### src/rtl/pwm_cmd_ramp.sv
// pwm_cmd_ramp: conditions signed speed commands for a PWM motor driver.
// Slew-limits duty once per PWM tick, inserts a braking ramp plus dead
// interval before any direction reversal, and stops the motor if the
// command source goes silent for too long.
//
// Handshake: cmd_ready is held at 1 from the first edge after reset; a
// command transfers on every cycle where cmd_valid & cmd_ready are both 1
// and its fields are latched on that edge. There is no back-pressure, so
// the last command before a tick is the one the tick acts on.
module pwm_cmd_ramp #(
  parameter int CLK_FREQ       = 50_000_000,
  parameter int PWM_FREQ       = 20_000,
  parameter int COUNTER_W      = 12,
  parameter int STEP           = 16,
  parameter int REV_DEAD_TICKS = 4,
  parameter int WDT_TICKS      = 2000
) (
  input  logic                 clk,
  input  logic                 reset,
  input  logic                 cmd_valid,
  output logic                 cmd_ready,
  input  logic [COUNTER_W:0]   cmd_value,
  input  logic                 cmd_arm,
  output logic                 enable,
  output logic [COUNTER_W-1:0] duty_cycle,
  output logic                 direction,
  output logic                 at_target,
  output logic                 fault_timeout,
  output logic [2:0]           dbg_state
);

  localparam int DIV = CLK_FREQ / PWM_FREQ;
  localparam int PW  = (DIV > 1) ? $clog2(DIV) : 1;
  localparam int WW  = $clog2(WDT_TICKS + 2);
  localparam int DW  = $clog2(REV_DEAD_TICKS + 2);
  localparam logic [PW-1:0]        PRE_LAST = PW'(DIV - 1);
  localparam logic [WW-1:0]        WDT_LAST = WW'(WDT_TICKS - 1);
  localparam logic [DW-1:0]        DEAD_END = DW'(REV_DEAD_TICKS);
  localparam logic [COUNTER_W:0]   STEP_W   = (COUNTER_W + 1)'(STEP);
  localparam logic [COUNTER_W-1:0] MAG_MAX  = '1;

  // IDLE is encoded 0 so the debug view reads 0 straight out of reset.
  typedef enum logic [2:0] {
    S_IDLE  = 3'd0,
    S_RUN   = 3'd1,
    S_BRAKE = 3'd2,
    S_DEAD  = 3'd3,
    S_FAULT = 3'd4
  } state_t;

  state_t               state;
  logic [PW-1:0]        presc;
  logic [WW-1:0]        wdt_cnt;
  logic [DW-1:0]        dead_cnt;
  logic [COUNTER_W-1:0] tgt_mag;
  logic                 tgt_dir;
  logic                 armed;

  logic                 tick;
  logic                 accept;
  logic                 cmd_neg;
  logic [COUNTER_W:0]   cmd_abs;
  logic [COUNTER_W-1:0] cmd_mag;
  logic                 cmd_dir;
  logic [COUNTER_W-1:0] eff_mag;
  logic                 eff_dir;
  logic                 eff_armed;
  logic                 in_motion;
  logic                 wdt_counting;
  logic                 wdt_fire;
  logic [COUNTER_W-1:0] duty_down;
  logic [COUNTER_W-1:0] duty_next;
  logic [COUNTER_W-1:0] duty_start;

  // One slew step from cur toward tgt, done one bit wider so it cannot wrap.
  function automatic logic [COUNTER_W-1:0] ramp_to(input logic [COUNTER_W-1:0] cur,
                                                   input logic [COUNTER_W-1:0] tgt);
    logic [COUNTER_W:0] c, t, up, dn;
    c  = {1'b0, cur};
    t  = {1'b0, tgt};
    up = c + STEP_W;
    dn = c - STEP_W;
    if (c < t)      ramp_to = (up > t) ? tgt : up[COUNTER_W-1:0];
    else if (c > t) ramp_to = ((c < STEP_W) || (dn < t)) ? tgt : dn[COUNTER_W-1:0];
    else            ramp_to = cur;
  endfunction

  assign tick    = (presc == PRE_LAST);
  assign accept  = cmd_valid & cmd_ready;
  assign cmd_neg = cmd_value[COUNTER_W];
  assign cmd_abs = cmd_neg ? (~cmd_value + 1'b1) : cmd_value;
  // Only -2^COUNTER_W has an absolute value that sets the top bit.
  assign cmd_mag = cmd_abs[COUNTER_W] ? MAG_MAX : cmd_abs[COUNTER_W-1:0];
  // A zero command carries no sign, so the existing target direction stays.
  assign cmd_dir = (cmd_value == '0) ? tgt_dir : cmd_neg;

  // A command arriving with a tick is applied before the tick acts.
  assign eff_mag   = accept ? cmd_mag : tgt_mag;
  assign eff_dir   = accept ? cmd_dir : tgt_dir;
  assign eff_armed = accept ? cmd_arm : armed;

  assign in_motion    = (state == S_RUN) || (state == S_BRAKE) || (state == S_DEAD);
  assign wdt_counting = in_motion || ((state == S_IDLE) && eff_armed);
  assign wdt_fire     = (WDT_TICKS != 0) && tick && !accept && in_motion &&
                        (wdt_cnt == WDT_LAST);

  assign duty_down  = ramp_to(duty_cycle, '0);
  assign duty_next  = ramp_to(duty_cycle, eff_mag);
  assign duty_start = ramp_to('0, eff_mag);

  assign dbg_state = state;

  // Prescaler, command latch, watchdog and the tick-driven output FSM.
  always_ff @(posedge clk or posedge reset) begin
    if (reset) begin
      state         <= S_IDLE;
      presc         <= '0;
      wdt_cnt       <= '0;
      dead_cnt      <= '0;
      tgt_mag       <= '0;
      tgt_dir       <= 1'b0;
      armed         <= 1'b0;
      cmd_ready     <= 1'b0;
      enable        <= 1'b0;
      duty_cycle    <= '0;
      direction     <= 1'b0;
      at_target     <= 1'b0;
      fault_timeout <= 1'b0;
    end else begin
      cmd_ready <= 1'b1;
      presc     <= tick ? '0 : presc + 1'b1;
      at_target <= (state == S_RUN) && armed && (duty_cycle == tgt_mag) &&
                   (direction == tgt_dir);

      if (accept) begin
        tgt_mag <= cmd_mag;
        tgt_dir <= cmd_dir;
        armed   <= cmd_arm;
      end

      if (accept)    wdt_cnt <= '0;
      else if (tick) wdt_cnt <= wdt_counting ? wdt_cnt + 1'b1 : '0;

      if (tick) begin
        if (wdt_fire) begin
          state         <= S_FAULT;
          fault_timeout <= 1'b1;
          armed         <= 1'b0;
          duty_cycle    <= duty_down;
        end else if (state == S_IDLE) begin
          if (eff_armed) begin
            state         <= S_RUN;
            enable        <= 1'b1;
            direction     <= eff_dir;
            fault_timeout <= 1'b0;
            duty_cycle    <= duty_start;
          end else begin
            enable     <= 1'b0;
            duty_cycle <= '0;
          end
        end else if ((state == S_FAULT) || !eff_armed) begin
          // Stopping: ramp to zero, then drop enable one tick later.
          if (duty_cycle == '0) begin
            state  <= S_IDLE;
            enable <= 1'b0;
          end else begin
            duty_cycle <= duty_down;
          end
        end else begin
          case (state)
            S_RUN: begin
              if ((eff_mag != '0) && (eff_dir != direction)) begin
                duty_cycle <= duty_down;
                dead_cnt   <= '0;
                state      <= (duty_down == '0) ? S_DEAD : S_BRAKE;
              end else begin
                duty_cycle <= duty_next;
              end
            end
            S_BRAKE: begin
              if (eff_dir == direction) begin
                state <= S_RUN;
              end else begin
                duty_cycle <= duty_down;
                if (duty_down == '0) begin
                  state    <= S_DEAD;
                  dead_cnt <= '0;
                end
              end
            end
            S_DEAD: begin
              if (dead_cnt == DEAD_END) begin
                direction <= eff_dir;
                state     <= S_RUN;
              end else begin
                dead_cnt <= dead_cnt + 1'b1;
              end
            end
            default: state <= S_IDLE;
          endcase
        end
      end
    end
  end

endmodule

### config.mk
export PLATFORM = sky130hd
export DESIGN_NAME = pwm_cmd_ramp
export DESIGN_NICKNAME = d
export VERILOG_FILES = /design/src/rtl/pwm_cmd_ramp.sv
export SDC_FILE = /design/constraint.sdc
export NUM_CORES = 1
export LEC_CHECK = 0
export BUFFER_PORTS_ARGS = -buffer_cell sky130_fd_sc_hd__buf_2
export CAP_MARGIN = 40
export CORE_ASPECT_RATIO = 0.9
export CORE_MARGIN = 5
export CORE_UTILIZATION = 49
export DETAILED_ROUTE_END_ITERATION = 10
export PLACE_DENSITY = 0.67
export SYNTH_ARGS = -nofsm -noshare
export SYNTH_HDL_FRONTEND = slang
export SYNTH_SLANG_ARGS = --single-unit
### constraint.sdc
create_clock -name clk -period 4.64 [get_ports clk]
set_input_delay 1.16 -clock clk [delete_from_list [all_inputs] [get_ports clk]]
set_output_delay 1.16 -clock clk [all_outputs]
set_load 0.01 [all_outputs]
==> results_dict.tcl <==
set metrics [dict create \
    status "finished with violations" \
    violations "negative setup slack" \
    p_seq_frac 0.344 \
    max_stage_delay_ps 480 \
    wl_mm 16.5 \
    async_reset_ff_frac 1.00 \
    crit_top_cell "ha_4" \
    hpwl_mm 12.5 \
    antenna_found_initial 0 \
    netlist_area_um2 5040 \
    fin_crit_sh 1.00 \
    placed_cell_area_um2 5970 \
    grt_max_degree 24 \
    yosys_warnings 0 \
    dp_slack_ps -469 \
    crit_path_end_kind "register" \
    die_y_um 106 \
    final_nets 776 \
    leakagePower_nw 3.00 \
    worst_slack_ps -6.74 \
    power.density_nw_per_um2 249 \
    place.gp.congestion 0.991 \
    die-area_um2 12400 \
    tns_ps -6.74 \
    clkLatencyLatePin_ps 330 \
    cts_buffers 9 \
    drt_iter0_markers 633 \
    drive_gt1_frac 0.290 \
    synthTopCellsByCount "60 x dfrtp_1, 60 x nand2_1, 50 x nor2_1" \
    grt_use_met2 0.409 \
    tightest_slew_ps 876 \
    post_drt_wl_per_cell_um 19.2 \
    vias_per_cell 6.17 \
    fin_area_um2 6600 \
    slew_violations 0 \
    critical_path.cell_chain "buf_6, inv_4, ha_4, or4b_4, o41ai_4, o22ai_2, ha_4, and4b_2, a211o_1, a21o_1, maj3_2, a21o_4, a211oi_4, a31oi_4, mux2_4, o21ai_4, o2bb2ai_1" \
    synth_cell_type_count 85 \
    gr-usage-met1 0.396 \
    critPathArrivalTime_ps 4900 \
    ir_drop_v 0.000171 \
    drv_cap 0 \
    switching_power_uw 463 \
    die_w_um 117 \
    crit_slowest_cell "or4b_4" \
    synthXorXnorAreaFrac 0.0792 \
    yosysTopAreaCell "dfrtp_1" \
    synth_edf_count 0 \
    grt_pass1_wl_mm 26.5 \
    clk_pin_slew_ps 60 \
    drt_pass1_iterations 5 \
    synth_mux_area_frac 0.0112 \
    clock_skew_ps 7.22 \
    rsz0062_at_grt "true" \
    synth_compound_area_frac 0.230 \
    cp_max_fo 7 \
    vias 5309 \
    fmax_mhz 215 \
    synth_top_family_by_area "simple AND/OR/NAND/NOR gates" \
    place.port_buffers 36 \
    root_buffer "clkbuf_16" \
    relSlewSlack 0.411 \
    cp_data_required_time_ps 4900 \
    hold_class "reg -> reg" \
    overflow 0 \
    antenna_cells 0 \
    cts_buffer_depth 2 \
    ys_top_cells_by_area "dfrtp_1 30%, ha_1 7.9%, xnor2_1 5.6%" \
    pin_count 37 \
    initial_utilization 0.496 \
    ys_ff_latch 60 \
    crit_type "in -> reg" \
    syn_area_per_cell_um2 8.29 \
    p_int_mw 1.18 \
    startpoint_type "primary input" \
    grt_pass1_vias 5143 \
    netlist.area_leader.share 0.298 \
    core-area_um2 10200 \
    grtUsageTotal 0.271 \
    setup_violations 1 \
    holdBufCountCts 0 \
    syn_inst 608 \
    synth_ff_type "dfrtp_1" \
    grt_busiest_layer "met2" \
    ys_seq_area_frac 0.298 \
    seq_area_um2 1500 \
    cts_tree "done" \
    multi_input_area_um2 3520 \
    drc_errors 0 \
    switching_share 0.282 \
    syn-num-nets 657 \
    rows 35 \
    period_minus_slack_ps 4650 \
    grt_use_met3 0.0507 \
    clkSinkCount 60 \
    synth_fa_ha_area_frac 0.0837 \
    clkPwrFrac 0.444 \
    comb_power_share 0.212 \
    hold_viol_final 0 \
    area_delta_synth_final_pct 31.0 \
    nFillCells 859 \
    synth-simple-area-share 0.249 \
    htreeDepth 3 \
    detail-route-antenna-nets 0 \
]
[routing by layer]
metal	vias up	wire length, µm
met3	30	1410
met5	-	0
met2	250	7410
li1	2478	-
met4	0	291
met1	2551	7420
[path summary, 6_finish.rpt]
kind,start,endpoint,slack [ps],cells after the start
worst max-delay path,cmd_value[0],duty_cycle[2],-7,17
worst min-delay path,presc[0],presc[0],490,1
worst max register to register,duty_cycle[4],duty_cycle[2],580,12
worst min register to register,presc[0],presc[0],490,1
max in group asynchronous,reset,tgt_mag[4],3100,3
min in group asynchronous,reset,presc[4],840,2
[state kept, by name, summed over array words and instances, names as in the netlist]
signal	cells
enable	1
presc	12
tgt_mag	12
at_target	1
wdt_cnt	11
dbg_state	3
dead_cnt	3
duty_cycle	12
cmd_ready	1
direction	1
armed	1
tgt_dir	1
fault_timeout	1
[power by group through the flow]
| stage | clock (mW) | combinational, mW | sequential (mW) |
|---|---|---|---|
| 5_1_grt | 0.762 | 0.377 | 0.565 |
| 4_1_cts | 0.738 | 0.323 | 0.561 |
| 6_report | 0.728 | 0.348 | 0.564 |
| 3_5_place_dp | 0 | 0.305 | 0.570 |
| 2_1_floorplan | 0 | 0.165 | 0.565 |
| 3_3_place_gp | 0 | 0.295 | 0.569 |
[cell families (layout without fill, tap and decap cells)]
kind of cell | count (synthesis) | in the layout
multiplexers | 5 | 5
AND/OR/NAND/NOR | 241 | 241
adder cells (fa/ha/maj) | 34 | 34
other | 1 | 1
buffers and inverters | 62 | 186
flip-flops | 60 | 60
XOR/XNOR | 44 | 44
AO/OA/AOI/OAI | 161 | 161
[critical path: cells and delay by family]
family,cells,cell delay (ps)
AOI/OAI and AO/OA,9,1860
adders and majority gates,3,710
buffers and inverters,2,150
muxes,1,310
and+or+nand+nor,2,710
[stage by stage]
stage / std cells / power (mW) / utilization / hold slack (ps)
2_1_floorplan: 608 / 0.729 / - / 455
3_3_place_gp: 829 / 0.864 / 0.584 / 468
3_5_place_dp: 831 / 0.875 / 0.588 / 479
4_1_cts: 855 / 1.62 / 0.630 / 490
5_1_grt: 861 / 1.70 / 0.650 / 506
6_report: 861 / 1.64 / 0.650 / 489
[cell usage in the layout, fill, tap and decap left out, types with 7 or more instances in the layout]
cell        n
buf_4      98
dfrtp_1    60
nand2_1    58
nor2_1     50
o21ai_0    40
buf_2      34
xnor2_1    32
inv_1      31
ha_1       30
nand3_1    27
a21oi_1    23
nor3_1     17
and3_1     15
nor4_1     11
xor2_1     11
nand4_1     9
clkbuf_16   9
nor2b_1     7
nand2b_1    7
o31ai_1     7
[layout make-up]
type | instances | share of cell area
clock buffers | 9 | 0.0341
well taps | 129 | 0.0245
flip-flops and latches | 60 | 0.227
clock inverters | 7 | 0.0150
multi-input cells | 486 | 0.533
inverters | 35 | 0.0207
repair buffers | 135 | 0.145
[timing repair]
action,in CTS,in global routing
setup endpoints to repair,11,12
resized for setup,9,28
endpoints found under the hold margin,0,0
pin swaps,15,19
buffers inserted,8,6
(Power assumes the default switching activity.)
